## src/rtl/booth_pkg.sv

```systemverilog
// Shared types and constants for the radix-2 Booth multiplier controller.
package booth_pkg;

  localparam int unsigned N_DEF = 8;

  typedef enum logic [2:0] {
    StEspera   = 3'd0,
    StCarga    = 3'd1,
    StSuma     = 3'd2,
    StDesplaza = 3'd3,
    StFin      = 3'd4
  } booth_state_e;

  // Width needed to hold the iteration count 0..n.
  function automatic int unsigned cuenta_width(input int unsigned n);
    return $clog2(n + 1);
  endfunction

endpackage

```

## src/rtl/booth_datapath.sv

```systemverilog
// Booth working registers: A accumulator, Q/Q_1 multiplier pair, M multiplicand,
// plus the add/subtract and arithmetic right shift of {A,Q,Q_1}.
module booth_datapath
  import booth_pkg::*;
#(
  parameter int unsigned N = N_DEF
) (
  input  logic           clk_i,
  input  logic           rst_ni,
  input  logic           load_i,
  input  logic           add_i,
  input  logic           sub_i,
  input  logic           shift_i,
  input  logic [N-1:0]   multiplicador_i,
  input  logic [N-1:0]   multiplicando_i,
  output logic           q0_o,
  output logic           q_1_o,
  output logic [2*N-1:0] aq_o
);

  // A and M carry one extra bit so that subtracting M = -2^(N-1) cannot overflow.
  logic [N:0]   a_q, a_d, m_q, m_d;
  logic [N-1:0] q_q, q_d;
  logic         q1_q, q1_d;

  always_comb begin
    a_d  = a_q;
    m_d  = m_q;
    q_d  = q_q;
    q1_d = q1_q;
    if (load_i) begin
      a_d  = '0;
      q_d  = multiplicador_i;
      q1_d = 1'b0;
      m_d  = {multiplicando_i[N-1], multiplicando_i};
    end else if (add_i) begin
      a_d = a_q + m_q;
    end else if (sub_i) begin
      a_d = a_q - m_q;
    end else if (shift_i) begin
      a_d  = {a_q[N], a_q[N:1]};
      q_d  = {a_q[0], q_q[N-1:1]};
      q1_d = q_q[0];
    end
  end

  always_ff @(posedge clk_i) begin
    if (!rst_ni) begin
      a_q  <= '0;
      m_q  <= '0;
      q_q  <= '0;
      q1_q <= 1'b0;
    end else begin
      a_q  <= a_d;
      m_q  <= m_d;
      q_q  <= q_d;
      q1_q <= q1_d;
    end
  end

  assign q0_o  = q_q[0];
  assign q_1_o = q1_q;
  assign aq_o  = {a_q[N-1:0], q_q};

endmodule

```

## src/rtl/booth_control.sv

```systemverilog
// Sequencer for the radix-2 Booth signed multiplier: edge-detects the start request,
// steps the datapath through N add/shift iterations and registers the product.
module booth_control
  import booth_pkg::*;
#(
  parameter int unsigned N = N_DEF
) (
  input  logic           CLK100MHZ,
  input  logic           reset_entrada,
  input  logic           inicio,
  input  logic [N-1:0]   multiplicador,
  input  logic [N-1:0]   multiplicando,
  output logic [2*N-1:0] producto,
  output logic           listo,
  output logic           ocupado
);

  localparam int unsigned CW = cuenta_width(N);
  localparam logic [CW-1:0] CuentaIni = CW'(N);

  booth_state_e   state_q, state_d;
  logic [CW-1:0]  cuenta_q, cuenta_d;
  logic [2*N-1:0] producto_q, producto_d;
  logic           listo_q, listo_d;
  logic           ocupado_q, ocupado_d;
  logic           inicio_prev_q;

  logic           load, add, sub, shift;
  logic           q0, q_1;
  logic [2*N-1:0] aq;
  logic           start;

  assign start = inicio & ~inicio_prev_q;

  booth_datapath #(
    .N (N)
  ) u_datapath (
    .clk_i           (CLK100MHZ),
    .rst_ni          (reset_entrada),
    .load_i          (load),
    .add_i           (add),
    .sub_i           (sub),
    .shift_i         (shift),
    .multiplicador_i (multiplicador),
    .multiplicando_i (multiplicando),
    .q0_o            (q0),
    .q_1_o           (q_1),
    .aq_o            (aq)
  );

  always_comb begin
    state_d    = state_q;
    cuenta_d   = cuenta_q;
    producto_d = producto_q;
    listo_d    = listo_q;
    ocupado_d  = ocupado_q;
    load       = 1'b0;
    add        = 1'b0;
    sub        = 1'b0;
    shift      = 1'b0;
    case (state_q)
      StEspera: begin
        if (start) state_d = StCarga;
      end
      StCarga: begin
        load      = 1'b1;
        cuenta_d  = CuentaIni;
        listo_d   = 1'b0;
        ocupado_d = 1'b1;
        state_d   = StSuma;
      end
      StSuma: begin
        add     = ({q0, q_1} == 2'b01);
        sub     = ({q0, q_1} == 2'b10);
        state_d = StDesplaza;
      end
      StDesplaza: begin
        shift    = 1'b1;
        cuenta_d = cuenta_q - 1'b1;
        state_d  = (cuenta_q == CW'(1)) ? StFin : StSuma;
      end
      StFin: begin
        producto_d = aq;
        listo_d    = 1'b1;
        ocupado_d  = 1'b0;
        state_d    = StEspera;
      end
      default: begin
        state_d   = StEspera;
        ocupado_d = 1'b0;
      end
    endcase
  end

  // inicio_prev resets high so a start held through reset is not seen as an edge.
  always_ff @(posedge CLK100MHZ) begin
    if (!reset_entrada) begin
      state_q       <= StEspera;
      cuenta_q      <= '0;
      producto_q    <= '0;
      listo_q       <= 1'b0;
      ocupado_q     <= 1'b0;
      inicio_prev_q <= 1'b1;
    end else begin
      state_q       <= state_d;
      cuenta_q      <= cuenta_d;
      producto_q    <= producto_d;
      listo_q       <= listo_d;
      ocupado_q     <= ocupado_d;
      inicio_prev_q <= inicio;
    end
  end

  assign producto = producto_q;
  assign listo    = listo_q;
  assign ocupado  = ocupado_q;

endmodule

```

## config.mk

```make
export PLATFORM = sky130hd
export DESIGN_NAME = booth_control
export DESIGN_NICKNAME = d
export VERILOG_FILES = /design/src/rtl/booth_pkg.sv /design/src/rtl/booth_datapath.sv /design/src/rtl/booth_control.sv
export SDC_FILE = /design/constraint.sdc
export NUM_CORES = 1
export LEC_CHECK = 0
export BUFFER_PORTS_ARGS = -buffer_cell sky130_fd_sc_hd__buf_4
export CORE_MARGIN = 4
export CORE_UTILIZATION = 40
export DETAILED_ROUTE_END_ITERATION = 6
export SETUP_SLACK_MARGIN = 0.05
export SYNTH_ARGS = -nofsm -noshare
export SYNTH_HDL_FRONTEND = slang
export SYNTH_SLANG_ARGS = --single-unit
```

## constraint.sdc

```tcl
create_clock -name CLK100MHZ -period 2.8 [get_ports CLK100MHZ]
set_input_delay 0.56 -clock CLK100MHZ [delete_from_list [all_inputs] [get_ports CLK100MHZ]]
set_output_delay 0.56 -clock CLK100MHZ [all_outputs]
set_load 0.005 [all_outputs]
```

# Word level (Yosys, flattened, before mapping)
# Index checks and enable logic that the tools add are counted.
# W data, S select, Z words.
# classes
addsub	3
n_eq_ne	10
n_mux	17
bitwise_logic	5
n_reduce_logical	10
# ops
op	count
$mux W8	5
$mux W9	2
$pmux W3 S4	1
$add A9 B9 Y9	1
$sub A9 B9 Y9	1
$pmux W4 S2	1
$reduce_bool A2 Y1	4
$eq A3 B2 Y1 const B	2
$mux W3	2
$ne A2 B2 Y1 const B	3
$reduce_and A3 Y1	2
$eq A4 B1 Y1 const B	1
$mux W1	4
$not A1 Y1	4
$pmux W1 S2	2
$sub A4 B1 Y4 const B	1
$eq A3 B1 Y1 const B	1
$eq A3 B3 Y1 const B	1
$logic_not A3 Y1	1
$reduce_bool A3 Y1	1
$reduce_or A3 Y1	1
$eq A2 B1 Y1 const B	1
$eq A2 B2 Y1 const B	1
$reduce_or A2 Y1	1
$and A1 B1 Y1	1
# totals
register_bits	52
inputBits	19
output_inout_bits	18
wordCells	56

# Depth between registers and ports, before layout
# Gate-level depths: netlist (run 1).
# logic_depth
word_depth	6
mapped_depth	9
ltp_nobuf	9

# By module
# From an unflattened synthesis (run 1), not the netlist that was laid out.
# hier_totals
hier_cells	370
area_unflattened_um2	3168.0
# by_module_without_submodules
module	n_inst	cells_per_inst	area_each_um2	seq_area_each_um2
booth_datapath	1	245	2069.5	520.5
booth_control	1	125	1098.6	520.5

# Worst setup path before layout (run 1)
# No wires, ideal clock.
# synth_timing
kind	flip-flop to flip-flop
startpoint	register u_datapath.m_q[2]
endpoint	register u_datapath.a_q[7]
setup_ns	0.120
arrival_ns	1.836
required_time_ns	2.680
path_slack_ns	0.844
stages_incl_launch_ff	9
path_buffers	1
period_less_slack_ns	1.956
cell_sequence	dfxtp_1 > inv_1 > ha_1 > buf_2 > nor3b_1 > o31ai_1 > a31oi_1 > mux2_2 > o31a_1
# synth_between
elab_chain_len	3
elab_cells_between_ends	4
cone_classes	add/sub (2); mux (2)
# synth_rtl
item	line_no	rtl
from (decl)	booth_datapath.sv:22	logic [N:0] a_q, a_d, m_q, m_d;
from (signal assigned)	booth_datapath.sv:55	m_q <= m_d;
$sub A9 B9 Y9	booth_datapath.sv:39	a_d = a_q - m_q;
$mux W9	booth_datapath.sv:38	end else if (sub_i) begin
$mux W9 *	booth_datapath.sv:36	end else if (add_i) begin
to (signal assigned)	booth_datapath.sv:49	a_q <= '0;
to (signal assigned)	booth_datapath.sv:54	a_q <= a_d;
to (decl)	booth_datapath.sv:22	
# Every way passes the cells marked *; elsewhere a longest branch is shown, timed or not. The select of a mux whose other input is x is not followed.
# A chain may end at the register's enable or synchronous reset.

# Worst setup path in the final report (run 1)
# layout_timing
startpoint	register u_datapath.a_q[0]
endpoint	register u_datapath.a_q[8]
# layout_between
elab_chain_len	3
elab_cells_between_ends	4
cone_classes	add/sub (2); mux (2)
# layout_rtl
item	line_no
$sub A9 B9 Y9	booth_datapath.sv:39
$mux W9	booth_datapath.sv:38
$mux W9 *	booth_datapath.sv:36
# Marked as above.

==> flow_summary.json, run 1 <==
{
  "syn_area_per_cell_sq_um": 8.031,
  "pwr-share-comb_pct": 13.1,
  "cts_tree": "built",
  "cts_buffers": 5,
  "rsz0062_at_grt": "false",
  "required_ns": 3.02,
  "grtUsageMet2_pct": 29.15,
  "layout_min_cycle_time_ns": 2.099,
  "relSlewSlack_pct": 49.58,
  "post-dp-hpwl_mm": 5.148,
  "synth_area_sq_mm": 0.002899,
  "finalSetupViolCount": 0,
  "initial_utilization_pct": 41.97,
  "tns_ns": 0,
  "seq_power_share_pct": 51.4,
  "dr.pass1.iters": 4,
  "grt_pass1_wl_mm": 12.08,
  "vias": 2557,
  "num-fill-cells": 702,
  "min_delay_path_depth": 2,
  "cpPeakStageDelay_ns": 0.42,
  "clkLatencyLatePin_ns": 0.31,
  "overflow": 0,
  "antenna_left": 0,
  "clock_power_share_pct": 35.5,
  "synth-seq-area-share_pct": 35.91,
  "ys_types": 59,
  "syn2layout_area_growth_pct": 15.58,
  "io_buffers": 36,
  "startpoint_type": "register",
  "crit_type": "reg -> reg",
  "reg2reg_depth": 8,
  "dp.cells": 479,
  "post-cts-setup-buffers": 0,
  "skew_ns": 0.004856,
  "crit_slowest_cell": "dfxtp_1",
  "slew_violations": 0,
  "synth-edff-count": 0,
  "routed_wl_mm": 7.034,
  "die_y_um": 93.13,
  "cap_violations": 0,
  "antenna_found_initial": 0,
  "grtUsageMet3_pct": 3.379,
  "grtUsageMet1_pct": 22.47,
  "gp_congestion": 0.8637,
  "synth.area.top_cells": "dfxtp_1 (36%), nand2_1 (7.9%), ha_1 (7.8%)",
  "fp-row-count": 30,
  "p_sw_uw": 413.4,
  "die_x_um": 93.13,
  "p_int_mw": 1.117,
  "fin_area_sq_mm": 0.003351,
  "cts_resized": 0,
  "drtIter0Drc": 105,
  "grt_max_degree": 41,
  "synth_top_area_cell": "dfxtp_1",
  "crit_cells": 8,
  "cts-root-to-sink-buffers": 2,
  "synth_top_area_share_pct": 35.91,
  "grt_usage_pct": 17.18,
  "busiest_layer": "met2",
  "die_area_sq_mm": 0.008673,
  "cp_top_family": "compound AO/OA/AOI/OAI gates",
  "layout.nets": 429,
  "critical_path_arrival_ns": 2.32,
  "swShare_pct": 27.01,
  "placed_area_sq_mm": 0.003236,
  "power.static_leakage_nw": 1.334,
  "max_freq_mhz": 476.4,
  "synth_commonest_cells": "nand2_1 (61), dfxtp_1 (52), a21oi_1 (43)",
  "finalHoldViolations": 0,
  "ios": 37,
  "powerDensity_mw_per_mm2": 456.8,
  "path_clk_slew_ns": 0.10,
  "synth_most_common_cell": "nand2_1",
  "ys_warn_count": 0,
  "wire_per_inst_um": 14.44,
  "reg2reg_to": "u_datapath.a_q[8]",
  "core-area_sq_mm": 0.006907,
  "synthCells": 361,
  "cts-root-buf": "clkbuf_8",
  "instances_no_fill": 487,
  "synth_ff_type": "dfxtp_1",
  "num_antenna_cells": 0,
  "critPathBufInv": 1,
  "hold_path_end": "inicio_prev_q",
  "drive_gt1_share_pct": 14.83,
  "h-tree-depth": 2,
  "worst_slew_pin_slew_ns": 0.7513,
  "first_global_vias": 2488,
  "hold_slack_ns": 0.4458,
  "critPathMaxFanout": 5,
  "async_flop_share_pct": 0,
  "status": "complete, no violations",
  "cts_sinks": 52,
  "postCtsHoldBufs": 0,
  "rr_startpoint": "u_datapath.a_q[0]",
  "vdd_drop_max_mv": 0.2187,
  "fin_crit_sh_pct": 74.96,
  "r2r_setup_slack_ns": 0.70,
  "endpoint_kind": "register",
  "viasPerCell": 5.251,
  "min-delay-start": "inicio",
  "drc_errors": 0,
  "worstPathCellList": "ha_1 -> inv_1 -> fa_1 -> o21bai_1 -> a21oi_1 -> a211oi_1 -> xor2_1 -> o311ai_1",
  "syn_nets": 400,
  "ys_seq_elements": 52,
  "hold_path.class": "in -> reg"
}
## flip-flops by register name, summed over array words and instances, names as in the netlist
register / flops
cuenta_q: 4
inicio_prev_q: 1
listo: 1
ocupado: 1
producto: 16
state_q: 3
u_datapath.a_q: 9
u_datapath.m_q: 8
u_datapath.q_1_o: 1
u_datapath.q_q: 8
## worst max-delay path by stage
stage                                  from  slack, ns                 to
after global routing      u_datapath.a_q[0]       0.52  u_datapath.a_q[8]
after detailed placement  u_datapath.a_q[0]       0.73  u_datapath.a_q[6]
after CTS                 u_datapath.a_q[0]       0.70  u_datapath.a_q[8]
after floorplan           u_datapath.m_q[2]       0.84  u_datapath.a_q[7]
after global placement    u_datapath.a_q[0]       0.78  u_datapath.a_q[8]
final                     u_datapath.a_q[0]       0.70  u_datapath.a_q[8]
## stage by stage
step | utilization, % | worst slack [ns] | total power, mW
floorplan | - | 0.8444 | 0.9415
global placement | 46.85 | 0.7765 | 1.002
detailed placement | 46.85 | 0.7314 | 1.004
CTS | 48.51 | 0.7026 | 1.548
global route | 48.51 | 0.5185 | 1.613
finish | 48.51 | 0.7010 | 1.531
## cell type report
| cell class | instances | area, sq um | share of cell area, % |
|---|---|---|---|
| clock inverters | 3 | 46.29 | 1.382 |
| repair buffers | 41 | 307.8 | 9.186 |
| flip-flops and latches | 52 | 1041 | 31.07 |
| clock buffers | 5 | 68.82 | 2.054 |
| inverters | 21 | 78.83 | 2.353 |
| multi-input cells | 269 | 1688 | 50.37 |
| well taps | 96 | 120.1 | 3.585 |
## cell families (layout without fill, tap and decap cells)
| group | after synthesis | after routing | synth area share, % |
|---|---|---|---|
| AND/OR/NAND/NOR | 133 | 133 | 22.23 |
| AO/OA/AOI/OAI | 100 | 100 | 21.37 |
| flip-flops | 52 | 52 | 35.91 |
| buffers and inverters | 40 | 70 | 5.870 |
| adder cells (fa/ha/maj) | 20 | 20 | 9.150 |
| multiplexers | 13 | 13 | 4.575 |
| XOR/XNOR | 3 | 3 | 0.9065 |
## cell usage in the layout (no fill, tap or decap), drive strengths merged, types with 10 or more instances in the layout
| cell type | Yosys | final |
|---|---|---|
| o21ai | 20 | 20 |
| nand2 | 62 | 62 |
| a211oi | 10 | 10 |
| ha | 18 | 18 |
| a21oi | 44 | 44 |
| buf | 9 | 41 |
| dfxtp | 52 | 52 |
| inv | 21 | 22 |
| mux2i | 11 | 11 |
| nor2 | 28 | 28 |
## per-layer routing
metal  share of wire, %  up-vias
met4               0.92        0
met5                  0        -
met3                4.2        6
li1                   -     1317
met2                 48       47
met1                 47     1187
## power groups by stage
stage	clock [mW]	sequential (mW)	combinational (mW)
3_5_place_dp	0	0.804	0.200
2_1_floorplan	0	0.792	0.150
5_1_grt	0.591	0.791	0.230
4_1_cts	0.560	0.787	0.201
6_report	0.544	0.786	0.201
3_3_place_gp	0	0.803	0.199
Note: power is estimated with default switching activity, not from simulation.
==> inputs of run 2 (changes only) <==
Clock period 2.8 ns to 2.1 ns, I/O delays scaled along.
==> flow_summary.json, run 2 (synthesis gave the netlist of run 1 again) <==
{
  "pre_cts_ws_ns": 0.06454,
  "routed_wl_mm": 7.334,
  "drtIter0Drc": 114,
  "postCtsHoldBufs": 0,
  "area.sequential_sq_mm": 0.001049,
  "drc_errors": 0,
  "status": "complete, no violations",
  "critPathBufInv": 1,
  "io_buffers": 36,
  "critical_path_arrival_ns": 2.24,
  "cpPeakStageDelay_ns": 0.42,
  "endpoint": "u_datapath.a_q[8]",
  "required_ns": 2.31,
  "powerDensity_mw_per_mm2": 566.2,
  "cp_top_family": "compound AO/OA/AOI/OAI gates",
  "viasPerCell": 5.373,
  "crit_type": "reg -> reg",
  "overflow": 0,
  "finalHoldViolations": 0,
  "endpoint_kind": "register",
  "instances_no_fill": 499,
  "cts_sinks": 52,
  "grt_max_degree": 41,
  "final_common_cell": "nand2_1",
  "hold_path.class": "in -> reg",
  "slew_violations": 0,
  "skew_ns": 0.01099,
  "crit_start": "u_datapath.a_q[0]",
  "r2r_setup_slack_ns": 0.07,
  "antenna_left": 0,
  "cts-root-buf": "clkbuf_8",
  "critPathMaxFanout": 4,
  "initial_utilization_pct": 41.97,
  "post-dp-hpwl_mm": 5.263,
  "setup_ws_ns": 0.06627,
  "reg2reg_to": "u_datapath.a_q[8]",
  "reg2reg_depth": 8,
  "die_x_um": 93.13,
  "die_area_sq_mm": 0.008673,
  "multi_input_area_sq_mm": 0.001748,
  "fp-row-count": 30,
  "num-fill-cells": 719,
  "fin_area_sq_mm": 0.003496,
  "cts_tree": "built",
  "crit_cells": 8,
  "grt_usage_pct": 17.17,
  "max_freq_mhz": 491.7,
  "drive_gt1_share_pct": 21.34,
  "relSlewSlack_pct": 60.36,
  "cts_buffers": 5,
  "die_y_um": 93.13,
  "grt_pass1_wl_mm": 12.10,
  "hold_slack_ns": 0.2973,
  "rr_startpoint": "u_datapath.a_q[0]",
  "num_antenna_cells": 0,
  "vdd_drop_max_mv": 0.3074,
  "largest_reg_flops": 16,
  "vias": 2681,
  "worst_slew_pin_slew_ns": 0.5946,
  "path_clk_slew_ns": 0.11,
  "startpoint_type": "register",
  "crit_slowest_cell": "fa_2",
  "wire_per_inst_um": 14.70,
  "placed_area_sq_mm": 0.003303,
  "h-tree-depth": 2,
  "gp_congestion": 0.8941,
  "clkLatencyLatePin_ns": 0.32,
  "syn2layout_area_growth_pct": 20.59,
  "antenna_found_initial": 0,
  "final_cell_mix": "nand2_1 (61), buf_4 (53), dfxtp_1 (48), a21oi_1 (42), nor2_1 (27)",
  "cts-root-to-sink-buffers": 2,
  "rsz0062_at_grt": "true",
  "first_global_vias": 2583,
  "layout.nets": 441,
  "power.static_leakage_nw": 1.390,
  "core-area_sq_mm": 0.006907,
  "layout_min_cycle_time_ns": 2.034,
  "fin_crit_sh_pct": 96.84,
  "dr.pass1.iters": 5,
  "cap_violations": 0,
  "finalSetupViolCount": 0,
  "ios": 37,
  "worstPathCellList": "ha_4 -> inv_2 -> fa_2 -> o21bai_4 -> a21oi_4 -> a211oi_2 -> xor2_1 -> o311ai_1",
  "dp.cells": 488
}
-- run 2: cell types whose count changed in the layout (fill, tap and decap cells not counted), sizes merged --
cell / before / now
buf: 41 / 53
bufinv: 1 / 0
clkinv: 1 / 2
-- run 2: cell type report --
type                            count  share of cell area [%]
Timing Repair Buffer               53                   11.38
Clock buffer                        5                   1.969
Clock inverter                      3                  0.9664
Inverter                           21                   2.255
Tap cell                           96                   3.436
Sequential cell                    52                   29.99
Multi-Input combinational cell    269                   50.00
-- run 2: metrics by stage --
stage,util [%],total power [mW],setup TNS [ns]
global placement,47.83,1.352,0
floorplan,-,1.255,0
global route,50.62,2.074,-0.06015
CTS,49.47,1.991,0
detailed placement,47.83,1.354,0
finish,50.62,1.979,0
-- run 2: worst register-to-register path, stage by stage, from the launching register on --
cell and delay (ns):
dfxtp_4 0.39, ha_4 0.13, inv_2 0.04, fa_2 0.42
o21bai_4 0.20, a21oi_4 0.09, a211oi_2 0.26, xor2_1 0.10
o311ai_1 0.30
-- run 2: worst min-delay path by stage --
stage	endpoint	from	depth (start not counted)	slack [ns]
2_1_floorplan	producto[1]	u_datapath.q_q[1]	2	0.44
3_3_place_gp	producto[5]	producto[5]	2	0.45
3_5_place_dp	producto[7]	producto[7]	2	0.45
4_1_cts	inicio_prev_q	inicio	2	0.29
5_1_grt	inicio_prev_q	inicio	2	0.31
6_report	inicio_prev_q	inicio	2	0.30
-- run 2: what timing repair did --
action / CTS / global route
endpoints found under the setup margin: 2 / 5
resized for setup: 3 / 17
hold endpoints to repair: 0 / 0
pin swaps: 0 / 7
cloned: 0 / 0
setup buffers: 0 / 3
-- run 2: power breakdown --
part           internal (mW)  leakage (nW)  switching, mW
logic                  0.126         0.915          0.168
clock network          0.252        0.0515          0.388
registers               1.01         0.423         0.0304
-- run 2: layer usage --
metal / vias to the layer above / track usage (%) / wire length, um
met2: 65 / 28.13 / 3483
met3: 11 / 3.057 / 310
met5: - / 0 / 0
met1: 1269 / 22.94 / 3422
met4: 0 / 5.372 / 118
li1: 1336 / - / -
==> inputs of run 3 (changes only) <==
Settings changed: CAP_MARGIN set to 30, CORE_MARGIN 4 to unset, SYNTH_HIERARCHICAL set to 1.
==> flow_summary.json, run 3 <==
{
  "worst_slew_pin_slew_ns": 0.6291,
  "tns_ns": 0,
  "cpPeakStageDelay_ns": 0.40,
  "gp_congestion": 0.8668,
  "crit_type": "reg -> reg",
  "grt_usage_pct": 17.81,
  "syn2layout_area_growth_pct": 25.91,
  "reg2reg_depth": 10,
  "drive_gt1_share_pct": 31.46,
  "critPathBufInv": 3,
  "num_antenna_cells": 0,
  "syn_nets": 409,
  "routed_wl_mm": 7.393,
  "layout_min_cycle_time_ns": 2.092,
  "io_buffers": 36,
  "fp-row-count": 32,
  "powerDensity_mw_per_mm2": 510.5,
  "async_flop_share_pct": 0,
  "crit_cells": 10,
  "antenna_found_initial": 0,
  "hold_slack_ns": 0.3112,
  "path_clk_slew_ns": 0.10,
  "finalHoldViolations": 0,
  "wire_per_inst_um": 14.00,
  "slew_violations": 0,
  "antenna_left": 0,
  "vdd_drop_max_mv": 0.2718,
  "synth-seq-area-share_pct": 32.86,
  "drc_errors": 0,
  "multi_input_area_sq_mm": 0.002019,
  "rsz0062_at_grt": "true",
  "synth_most_common_cell": "dfxtp_1",
  "critPathMaxFanout": 4,
  "dp.cells": 503,
  "layout.nets": 464,
  "pre_cts_ws_ns": 0.01037,
  "synth_ff_type": "dfxtp_1",
  "setup_ws_ns": 0.008313,
  "overflow": 0,
  "hold_path.class": "in -> reg",
  "min_delay_path_depth": 2,
  "endpoint_kind": "register",
  "status": "complete, no violations",
  "largest_reg_flops": 16,
  "syn_area_per_cell_sq_um": 8.562,
  "grt_max_degree": 40,
  "num-fill-cells": 761,
  "relSlewSlack_pct": 58.06,
  "instances_no_fill": 528,
  "postCtsHoldBufs": 0,
  "vias": 2675,
  "power_mw": 2.036,
  "fin_crit_sh_pct": 99.60,
  "synth_top_area_share_pct": 32.86,
  "first_global_vias": 2593,
  "die_y_um": 91.00,
  "viasPerCell": 5.066,
  "synth.area.top_cells": "dfxtp_1 (33%), ha_1 (7.1%), mux2i_1 (7.0%)",
  "core-area_sq_mm": 0.007687,
  "synth-edff-count": 0,
  "drtIter0Drc": 144,
  "die_x_um": 91.00,
  "finalSetupViolCount": 0,
  "worstPathCellList": "inv_4 -> or3_4 -> nor3b_4 -> buf_4 -> clkinv_2 -> a2111o_1 -> o211ai_1 -> nor3_2 -> a21oi_2 -> nor3b_2",
  "die_area_sq_mm": 0.008280,
  "initial_utilization_pct": 41.21,
  "startpoint_type": "register",
  "cts-root-to-sink-buffers": 2,
  "skew_ns": 0.01234,
  "clkLatencyLatePin_ns": 0.30,
  "ys_warn_count": 6,
  "final_cell_mix": "buf_4 (73), nand2_1 (47), dfxtp_1 (47), mux2i_1 (22)",
  "cap_violations": 0,
  "critical_path_arrival_ns": 2.30,
  "crit_slowest_cell": "or3_4",
  "cp_top_family": "simple AND/OR/NAND/NOR gates",
  "dr.pass1.iters": 4,
  "h-tree-depth": 2,
  "post-dp-hpwl_mm": 5.160,
  "synthCells": 370,
  "cts_tree": "built",
  "synth_area_sq_mm": 0.003168,
  "required_ns": 2.31,
  "cts_sinks": 52,
  "area.sequential_sq_mm": 0.001047,
  "grt_pass1_wl_mm": 12.19,
  "ys_types": 60,
  "synth_top_area_cell": "dfxtp_1",
  "ys_seq_elements": 52,
  "cts-root-buf": "clkbuf_8",
  "ios": 37,
  "synth_commonest_cells": "dfxtp_1 (52), nand2_1 (48), mux2i_1 (22)",
  "power.static_leakage_nw": 1.559,
  "final_common_cell": "buf_4",
  "cts_buffers": 5,
  "max_freq_mhz": 478.1
}
## run 3: cell count changes after synthesis, moves of 5 or more
| cell | before | now |
|---|---|---|
| mux2i_1 | 11 | 22 |
| clkbuf_1 | 10 | 5 |
| a21boi_0 | 0 | 8 |
| a21boi_1 | 0 | 11 |
| nand2_1 | 61 | 48 |
| a211oi_1 | 10 | 4 |
| nor2b_1 | 6 | 17 |
| and2_1 | 2 | 10 |
| a21oi_1 | 43 | 17 |
| buf_4 | 1 | 12 |
| nor2_1 | 27 | 20 |
## run 3: what timing repair did
| action | 4_1_cts | 5_1_grt |
|---|---|---|
| gates resized for setup | 6 | 26 |
| pin swaps | 6 | 18 |
| gates cloned | 0 | 1 |
| setup endpoints to repair | 1 | 15 |
| setup buffers | 5 | 11 |
## run 3: cell families (layout without fill, tap and decap cells)
logic type                 Yosys count  in the layout  synth area share [%]
and+or+nand+nor                    140            141                 24.21
DFF                                 52             52                 32.86
muxes                               22             22                 6.951
AOI/OAI and AO/OA                   82             82                 18.13
buffers and inverters               50            105                 8.372
xor gates and xnor gates             4              4                 1.106
adders and majority gates           20             20                 8.373
## run 3: layout make-up
cell class,instances,area share (%)
Clock buffer,6,2.070
Clock inverter,2,0.9724
Inverter,21,2.070
Multi-Input combinational cell,269,50.63
Sequential cell,52,26.25
Tap cell,102,3.199
Timing Repair Buffer,76,14.81
## run 3: metrics by stage
step / util, % / area, sq um
6_report: 51.89 / 3989
5_1_grt: 51.89 / 3989
3_3_place_gp: 46.88 / 3603
3_5_place_dp: 46.88 / 3603
4_1_cts: 49.35 / 3794
2_1_floorplan: - / 3223
## run 3: path summary, 6_finish.rpt
| path | end | slack [ns] | from |
|---|---|---|---|
| setup / recovery | u_datapath/a_q[8] | 0.008 | state_q[1] |
| hold / removal | inicio_prev_q | 0.31 | inicio |
| setup reg to reg | u_datapath/a_q[8] | 0.008 | state_q[1] |
| hold reg to reg | producto[7] | 0.46 | producto[7] |
## run 3: layer usage
layer	GRT usage, %	wire length [um]	part of all wire, %	vias up
met5	0	0	0	-
met4	3.968	61	0.83	0
met3	2.848	259	3.5	7
met2	29.99	3484	47	56
met1	23.92	3588	49	1242
li1	-	-	-	1370
## run 3: report_power, final
part           internal [mW]  switching (mW)  leakage [nW]  total (mW)
Sequential              1.01          0.0184         0.423        1.03
Combinational          0.135           0.143          1.08       0.278
Clock                  0.390           0.341        0.0614       0.731
Total                   1.53           0.502          1.56        2.04
